==> config.mk <==
export PLATFORM = sky130hd
export DESIGN_NAME = mem_align_bridge
export DESIGN_NICKNAME = d
export VERILOG_FILES = /design/src/rtl/mem_align_bridge_pkg.sv /design/src/rtl/mem_align_bridge_byte_lane_align.sv /design/src/rtl/mem_align_bridge.sv
export SDC_FILE = /design/constraint.sdc
export NUM_CORES = 1
export LEC_CHECK = 0
export CAP_MARGIN = 20
export CELL_PAD_IN_SITES_DETAIL_PLACEMENT = 0
export CELL_PAD_IN_SITES_GLOBAL_PLACEMENT = 1
export CORE_MARGIN = 10
export CORE_UTILIZATION = 27
export CTS_CLUSTER_SIZE = 40
export DETAILED_ROUTE_END_ITERATION = 7
export PLACE_DENSITY = 0.73
export SLEW_MARGIN = 30
export SYNTH_ARGS = -nofsm -noshare
export SYNTH_HDL_FRONTEND = slang
export SYNTH_SLANG_ARGS = --single-unit
==> constraint.sdc <==
create_clock -name clk -period 1.7 [get_ports clk]
set_input_delay 0.255 -clock clk [delete_from_list [all_inputs] [get_ports clk]]
set_output_delay 0.255 -clock clk [all_outputs]
set_load 0.02 [all_outputs]
==> src/rtl/mem_align_bridge_pkg.sv <==
// Shared types and constants for the CPU-to-physical memory alignment bridge.
package mem_align_bridge_pkg;

  // Byte write mask, one bit per byte lane of a 32-bit word.
  typedef logic [3:0] rv32i_mem_wmask;

  // Bridge sequencing states.
  typedef enum logic [1:0] {
    IDLE   = 2'd0,
    ACCESS = 2'd1,
    RESP   = 2'd2
  } mem_bridge_state_t;

  // Read word returned to the CPU when a physical access is abandoned.
  localparam logic [31:0] MEM_ABORT_DATA = 32'hDEADBEEF;

  // Bit shift that moves a lane-0 byte into byte lane 'off'.
  function automatic logic [4:0] lane_shift(input logic [1:0] off);
    return {off, 3'b000};
  endfunction

endpackage

==> src/rtl/mem_align_bridge_byte_lane_align.sv <==
// Combinational byte-lane steering: moves a lane-0 relative mask and write
// word up to the lane selected by the low address bits, flagging any mask
// bit pushed past lane 3.
module byte_lane_align
  import mem_align_bridge_pkg::*;
(
  input  rv32i_mem_wmask i_mask,
  input  logic [31:0]    i_wdata,
  input  logic [1:0]     i_offset,
  output rv32i_mem_wmask o_mask,
  output logic [31:0]    o_wdata,
  output logic           o_overflow
);

  // Seven bits wide so that a shift of up to 3 keeps every mask bit visible.
  logic [6:0] w_mask_wide;

  assign w_mask_wide = {3'b000, i_mask} << i_offset;
  assign o_mask      = w_mask_wide[3:0];
  assign o_overflow  = |w_mask_wide[6:4];
  assign o_wdata     = i_wdata << lane_shift(i_offset);

endmodule

==> src/rtl/mem_align_bridge.sv <==
// Bridge between the multicycle rv32i memory port and a word-addressed
// physical memory. Accepts a held CPU request, steers it to the right byte
// lanes, runs one physical access and returns a single-cycle response.
// A saturating cycle counter aborts accesses that never complete.
//
//   state  | meaning
//   IDLE   | waiting for a CPU read or write request
//   ACCESS | physical strobe held, waiting for pmem_resp or timeout
//   RESP   | mem_resp asserted for this one cycle, strobes low
module mem_align_bridge
  import mem_align_bridge_pkg::*;
#(
  parameter int unsigned TIMEOUT_CYCLES = 255,
  parameter logic [31:0] ABORT_DATA     = MEM_ABORT_DATA
) (
  input  logic           clk,
  input  logic           rst,
  input  logic [31:0]    mem_address,
  input  logic           mem_read,
  input  logic           mem_write,
  input  rv32i_mem_wmask mem_byte_enable,
  input  logic [31:0]    mem_wdata,
  output logic           mem_resp,
  output logic [31:0]    mem_rdata,
  output logic [31:0]    pmem_address,
  output logic           pmem_read,
  output logic           pmem_write,
  output rv32i_mem_wmask pmem_wmask,
  output logic [31:0]    pmem_wdata,
  input  logic [31:0]    pmem_rdata,
  input  logic           pmem_resp,
  output logic           align_err,
  output logic           timeout_err
);

  localparam int unsigned CNT_W = (TIMEOUT_CYCLES > 0) ? $clog2(TIMEOUT_CYCLES + 1) : 1;
  localparam logic [CNT_W-1:0] CNT_TERM =
    CNT_W'((TIMEOUT_CYCLES > 0) ? (TIMEOUT_CYCLES - 1) : 0);
  localparam logic [CNT_W-1:0] CNT_MAX = '1;

  mem_bridge_state_t r_state;
  mem_bridge_state_t w_state_nxt;

  logic [CNT_W-1:0] r_cnt;
  logic [CNT_W-1:0] w_cnt_nxt;

  logic           r_mem_resp,     w_mem_resp_nxt;
  logic [31:0]    r_mem_rdata,    w_mem_rdata_nxt;
  logic [31:0]    r_pmem_address, w_pmem_address_nxt;
  logic           r_pmem_read,    w_pmem_read_nxt;
  logic           r_pmem_write,   w_pmem_write_nxt;
  rv32i_mem_wmask r_pmem_wmask,   w_pmem_wmask_nxt;
  logic [31:0]    r_pmem_wdata,   w_pmem_wdata_nxt;
  logic           r_align_err,    w_align_err_nxt;
  logic           r_timeout_err,  w_timeout_err_nxt;
  logic           r_rw_conflict,  w_rw_conflict_nxt;

  rv32i_mem_wmask w_lane_mask;
  logic [31:0]    w_lane_wdata;
  logic           w_lane_ovf;
  logic           w_timeout_hit;

  byte_lane_align u_lane (
    .i_mask     (mem_byte_enable),
    .i_wdata    (mem_wdata),
    .i_offset   (mem_address[1:0]),
    .o_mask     (w_lane_mask),
    .o_wdata    (w_lane_wdata),
    .o_overflow (w_lane_ovf)
  );

  // A zero timeout parameter removes the abort path entirely.
  assign w_timeout_hit = (TIMEOUT_CYCLES != 0) && (r_cnt == CNT_TERM);

  // State register.
  always_ff @(posedge clk) begin
    if (rst) begin
      r_state <= IDLE;
    end else begin
      r_state <= w_state_nxt;
    end
  end

  // Next-state and next-output decode; every output is registered below.
  always_comb begin
    w_state_nxt        = r_state;
    w_cnt_nxt          = r_cnt;
    w_mem_resp_nxt     = 1'b0;
    w_align_err_nxt    = 1'b0;
    w_timeout_err_nxt  = 1'b0;
    w_mem_rdata_nxt    = r_mem_rdata;
    w_pmem_address_nxt = r_pmem_address;
    w_pmem_read_nxt    = r_pmem_read;
    w_pmem_write_nxt   = r_pmem_write;
    w_pmem_wmask_nxt   = r_pmem_wmask;
    w_pmem_wdata_nxt   = r_pmem_wdata;
    w_rw_conflict_nxt  = r_rw_conflict;

    unique case (r_state)
      IDLE: begin
        if (mem_read || mem_write) begin
          w_pmem_address_nxt = {mem_address[31:2], 2'b00};
          w_pmem_wmask_nxt   = w_lane_mask;
          w_pmem_wdata_nxt   = w_lane_wdata;
          w_cnt_nxt          = '0;
          w_rw_conflict_nxt  = mem_read && mem_write;
          if (w_lane_ovf) begin
            // Mask spills past lane 3: drop the access and answer at once.
            w_state_nxt      = RESP;
            w_mem_resp_nxt   = 1'b1;
            w_align_err_nxt  = 1'b1;
            w_mem_rdata_nxt  = '0;
            w_pmem_read_nxt  = 1'b0;
            w_pmem_write_nxt = 1'b0;
          end else begin
            // Simultaneous read and write resolves to a write.
            w_state_nxt      = ACCESS;
            w_pmem_write_nxt = mem_write;
            w_pmem_read_nxt  = mem_read && !mem_write;
          end
        end
      end

      ACCESS: begin
        w_cnt_nxt = (r_cnt == CNT_MAX) ? r_cnt : r_cnt + 1'b1;
        if (pmem_resp) begin
          w_state_nxt      = RESP;
          w_mem_resp_nxt   = 1'b1;
          w_align_err_nxt  = r_rw_conflict;
          w_pmem_read_nxt  = 1'b0;
          w_pmem_write_nxt = 1'b0;
          if (r_pmem_read) begin
            w_mem_rdata_nxt = pmem_rdata;
          end
        end else if (w_timeout_hit) begin
          w_state_nxt       = RESP;
          w_mem_resp_nxt    = 1'b1;
          w_align_err_nxt   = r_rw_conflict;
          w_timeout_err_nxt = 1'b1;
          w_mem_rdata_nxt   = ABORT_DATA;
          w_pmem_read_nxt   = 1'b0;
          w_pmem_write_nxt  = 1'b0;
        end
      end

      RESP: begin
        // Any request still held by the CPU here is deliberately ignored.
        w_state_nxt = IDLE;
      end

      default: begin
        w_state_nxt      = IDLE;
        w_pmem_read_nxt  = 1'b0;
        w_pmem_write_nxt = 1'b0;
      end
    endcase
  end

  // Output, capture and timeout counter registers.
  always_ff @(posedge clk) begin
    if (rst) begin
      r_cnt          <= '0;
      r_mem_resp     <= 1'b0;
      r_mem_rdata    <= '0;
      r_pmem_address <= '0;
      r_pmem_read    <= 1'b0;
      r_pmem_write   <= 1'b0;
      r_pmem_wmask   <= '0;
      r_pmem_wdata   <= '0;
      r_align_err    <= 1'b0;
      r_timeout_err  <= 1'b0;
      r_rw_conflict  <= 1'b0;
    end else begin
      r_cnt          <= w_cnt_nxt;
      r_mem_resp     <= w_mem_resp_nxt;
      r_mem_rdata    <= w_mem_rdata_nxt;
      r_pmem_address <= w_pmem_address_nxt;
      r_pmem_read    <= w_pmem_read_nxt;
      r_pmem_write   <= w_pmem_write_nxt;
      r_pmem_wmask   <= w_pmem_wmask_nxt;
      r_pmem_wdata   <= w_pmem_wdata_nxt;
      r_align_err    <= w_align_err_nxt;
      r_timeout_err  <= w_timeout_err_nxt;
      r_rw_conflict  <= w_rw_conflict_nxt;
    end
  end

  assign mem_resp     = r_mem_resp;
  assign mem_rdata    = r_mem_rdata;
  assign pmem_address = r_pmem_address;
  assign pmem_read    = r_pmem_read;
  assign pmem_write   = r_pmem_write;
  assign pmem_wmask   = r_pmem_wmask;
  assign pmem_wdata   = r_pmem_wdata;
  assign align_err    = r_align_err;
  assign timeout_err  = r_timeout_err;

endmodule

==> impl_metrics.tcl <==
set metrics [dict create \
    status "finished, final reports clean" \
    met2WireLength_mm 8.74 \
    crit_path_start_kind "flip-flop" \
    placementRows 48 \
    die_area_mm2 0.0237 \
    topRoutingLayerUsed "met4" \
    r2r_cells 6 \
    async_reset_ff_frac 0 \
    routed-wl-met3_mm 1.26 \
    overflow 0 \
    placed_area_mm2 0.00742 \
    power_switching_w 0.00246 \
    rrSetupSlack_ns 0.07 \
    leakage_nw 3.42 \
    synth_cell_types 49 \
    slew_headroom 0.623 \
    synth_edf_count 0 \
    grt_max_degree 51 \
    holdPathStages 3 \
    crit_end "pmem_wdata[11]" \
    via_per_inst 4.66 \
    dr.first_iter.drc_count 228 \
    htree_levels 4 \
    synthAdderAreaFrac 0.00517 \
    worstSkewPairLatency_ns 0.41 \
    clkPwrFrac 0.445 \
    drt-pass1-iter-count 4 \
    syn-instance-count 555 \
    grt_pass1_wl_mm 28.7 \
    setup_viol_count_final 0 \
    worstMarginPinSlew_ns 0.564 \
    die_h_um 154 \
    critical_path_buf_inv_count 1 \
    wl_met1_mm 7.61 \
    clock_skew_ns 0.00734 \
    ios 210 \
    fin_crit_ns 1.65 \
    hold_viol 0 \
    synth.top_cell.area_share 0.471 \
    path_clk_slew_ns 0.06 \
    fillerInstances 1657 \
    post_drt_wl_per_cell_um 17.4 \
    required_ns 1.44 \
    muxShareOfSynthArea 0.128 \
    r2r-end "mem_rdata[19]" \
    antenna_left 0 \
    area_growth_pct 71.9 \
    synth_area_mm2 0.00484 \
    route.final.wire_length_mm 18.0 \
    grt_pass1_vias 5122 \
    synth.area.top_cells "dfxtp_1 (47%), mux2i_1 (13%), nand2_1 (11%)" \
    fin_util 0.478 \
    cap_violations 0 \
    crit_arrival_ns 1.40 \
    ir_drop_mv 0.689 \
    synth_compound_area_frac 0.148 \
    layout-drive-gt1-share 0.135 \
    numPortBuffers 207 \
    endpoint_kind "primary output" \
    grt.total_usage 0.151 \
    fin_nets 903 \
    ys_seq_elements 114 \
    dpl.hpwl_mm 13.5 \
    design_area_mm2 0.00832 \
    power_frac_comb 0.233 \
    synth_seq_area_share 0.471 \
    path_cells "clkdlybuf4s50_1" \
    drc_errors 0 \
    root_buffer "clkbuf_16" \
    finalWeightedCongestion 0.820 \
    p_seq_frac 0.322 \
    antenna_found_initial 0 \
    hold_class "input pin to flip-flop" \
    cts_tree "done" \
    initial_core_util 0.278 \
    core_area_mm2 0.0174 \
    rr_startpoint "r_cnt[5]" \
    yosysWarnings 0 \
    cts_inserted_buffers 17 \
    synth-xor-area-share 0.00362 \
    synth_top_cell_by_area "dfxtp_1" \
    pwr_density_cell_mw_per_mm2 1110 \
    clk_path_buf_depth 2 \
    antennaDiodeCount 0 \
    cp_slowest_stage_delay_ns 0.64 \
    clock.fmax_mhz 606 \
    yosys.area_share.simple 0.191 \
    die_x_um 154 \
    internal-power_w 0.00681 \
    synth_top_flop_cell "dfxtp_1" \
    cp_max_fo 2 \
    p_sw_frac 0.266 \
    via_count 4814 \
    clock-sinks 114 \
    worst_path_max_delay_cell "clkdlybuf4s50_1" \
    slew_violations 0 \
    crit_type "flip-flop to primary output" \
    critPathTopFamily "buffers and inverters" \
    fin_crit_sh 0.971 \
    synth_top_family_by_area "simple AND/OR/NAND/NOR gates" \
    syn_area_per_cell_um2 8.72 \
    startpoint "pmem_wdata[11]" \
    cp_num_cells 1 \
]
==> synth_stat cells, types with 2 or more instances <==
master    number
nand3_1       14
a211o_1        2
o2111a_1       2
clkbuf_1      22
a211oi_1       9
buf_4          4
o21ai_0       37
nor2_1        33
inv_1          5
and3_1         2
ha_1           2
buf_1          2
buf_6          3
nor3_1        11
a22o_1         9
and4b_1        2
nand4_1        2
a21oi_1       44
buf_2          6
buf_8          3
mux2i_1       62
nand2_1      139
dfxtp_1      114
==> kinds of logic (layout without fill, tap and decap cells) <==
family,after synthesis,in the layout
AO/OA/AOI/OAI,114,114
XOR/XNOR,2,2
adder cells (fa/ha/maj),2,2
buffers and inverters,46,297
flip-flops,114,114
multiplexers,62,62
other,1,2
AND/OR/NAND/NOR,214,215
==> repair_timing <==
action	CTS	global route
buffers inserted	4	4
pin swaps	2	5
hold buffers	0	0
cloned	3	1
gates resized for setup	11	14
endpoints found under the setup margin	32	45
==> layout make-up <==
class	count	area (um2)	share of cell area
inverter	6	22.5	0.00271
clock buffer	19	453	0.0544
sequential	114	2290	0.275
tap	225	282	0.0338
clock inverter	12	228	0.0274
multi-input combinational	397	2390	0.287
timing repair buffer	260	2660	0.319
==> power by group through the flow <==
stage,registers (W),clock network [W],logic (W)
2_1_floorplan,0.00325,0,0.000769
3_3_place_gp,0.00303,0,0.00201
3_5_place_dp,0.00304,0,0.00203
4_1_cts,0.00299,0.00422,0.00218
5_1_grt,0.00301,0.00435,0.00233
6_report,0.00298,0.00413,0.00217
==> cells in the final DEF, fill, tap and decap left out, types with 3 or more instances in the layout <==
cell type          n
a21oi_1           44
dfxtp_1          108
bufinv_16          6
a211oi_1           9
dlymetal6s2s_1     6
clkdlybuf4s50_1  200
clkbuf_16         17
buf_12             9
a22o_1             9
buf_4             40
o21ai_0           37
dfxtp_2            6
nand2_1          139
nand3_1           14
nor2_4             3
nor2_1            31
inv_1              4
mux2i_1           62
nor3_1            11
buf_16             3
==> routing by layer <==
metal | vias to the layer above | GRT usage
li1 | 2396 | -
met1 | 2248 | 0.177
met2 | 145 | 0.246
met3 | 25 | 0.0510
met4 | 0 | 0.0643
met5 | - | 0
==> worst reg2reg max path, stage by stage (launching register included) <==
cell	delay (ns)
dfxtp_2	0.33
and4_4	0.19
a41o_4	0.29
o2111ai_4	0.24
buf_4	0.17
buf_12	0.13
mux2i_1	0.20
==> per-stage QoR <==
stage | std cells | hold slack, ns | setup TNS (ns) | total power, W | setup slack [ns]
final | 1033 | 0.284 | 0 | 0.00928 | 0.0496
after global routing | 1033 | 0.288 | -0.00742 | 0.00969 | -0.00329
after global placement | 991 | 0.442 | -13.43 | 0.00504 | -0.262
after CTS | 1028 | 0.241 | 0 | 0.00938 | 0.00162
after detailed placement | 991 | 0.448 | -14.57 | 0.00507 | -0.238
after floorplan | 556 | 0.332 | 0 | 0.00402 | 0.0505
==> state kept, by name, indices dropped and copies added (netlist names) <==
signal	cells
mem_rdata	32
pmem_wdata	32
pmem_address	30
r_cnt	8
pmem_wmask	4
r_state	2
align_err	1
mem_resp	1
pmem_read	1
pmem_write	1
r_rw_conflict	1
timeout_err	1
==> worst min path at each step <==
stage | start | end
global route | rst | r_cnt[0]
floorplan | pmem_resp | timeout_err
CTS | rst | r_cnt[0]
detailed placement | pmem_wdata[26] | pmem_wdata[26]
global placement | pmem_address[9] | pmem_address[9]
finish | rst | r_cnt[0]
No activity file was read; power rests on OpenSTA's default activity.
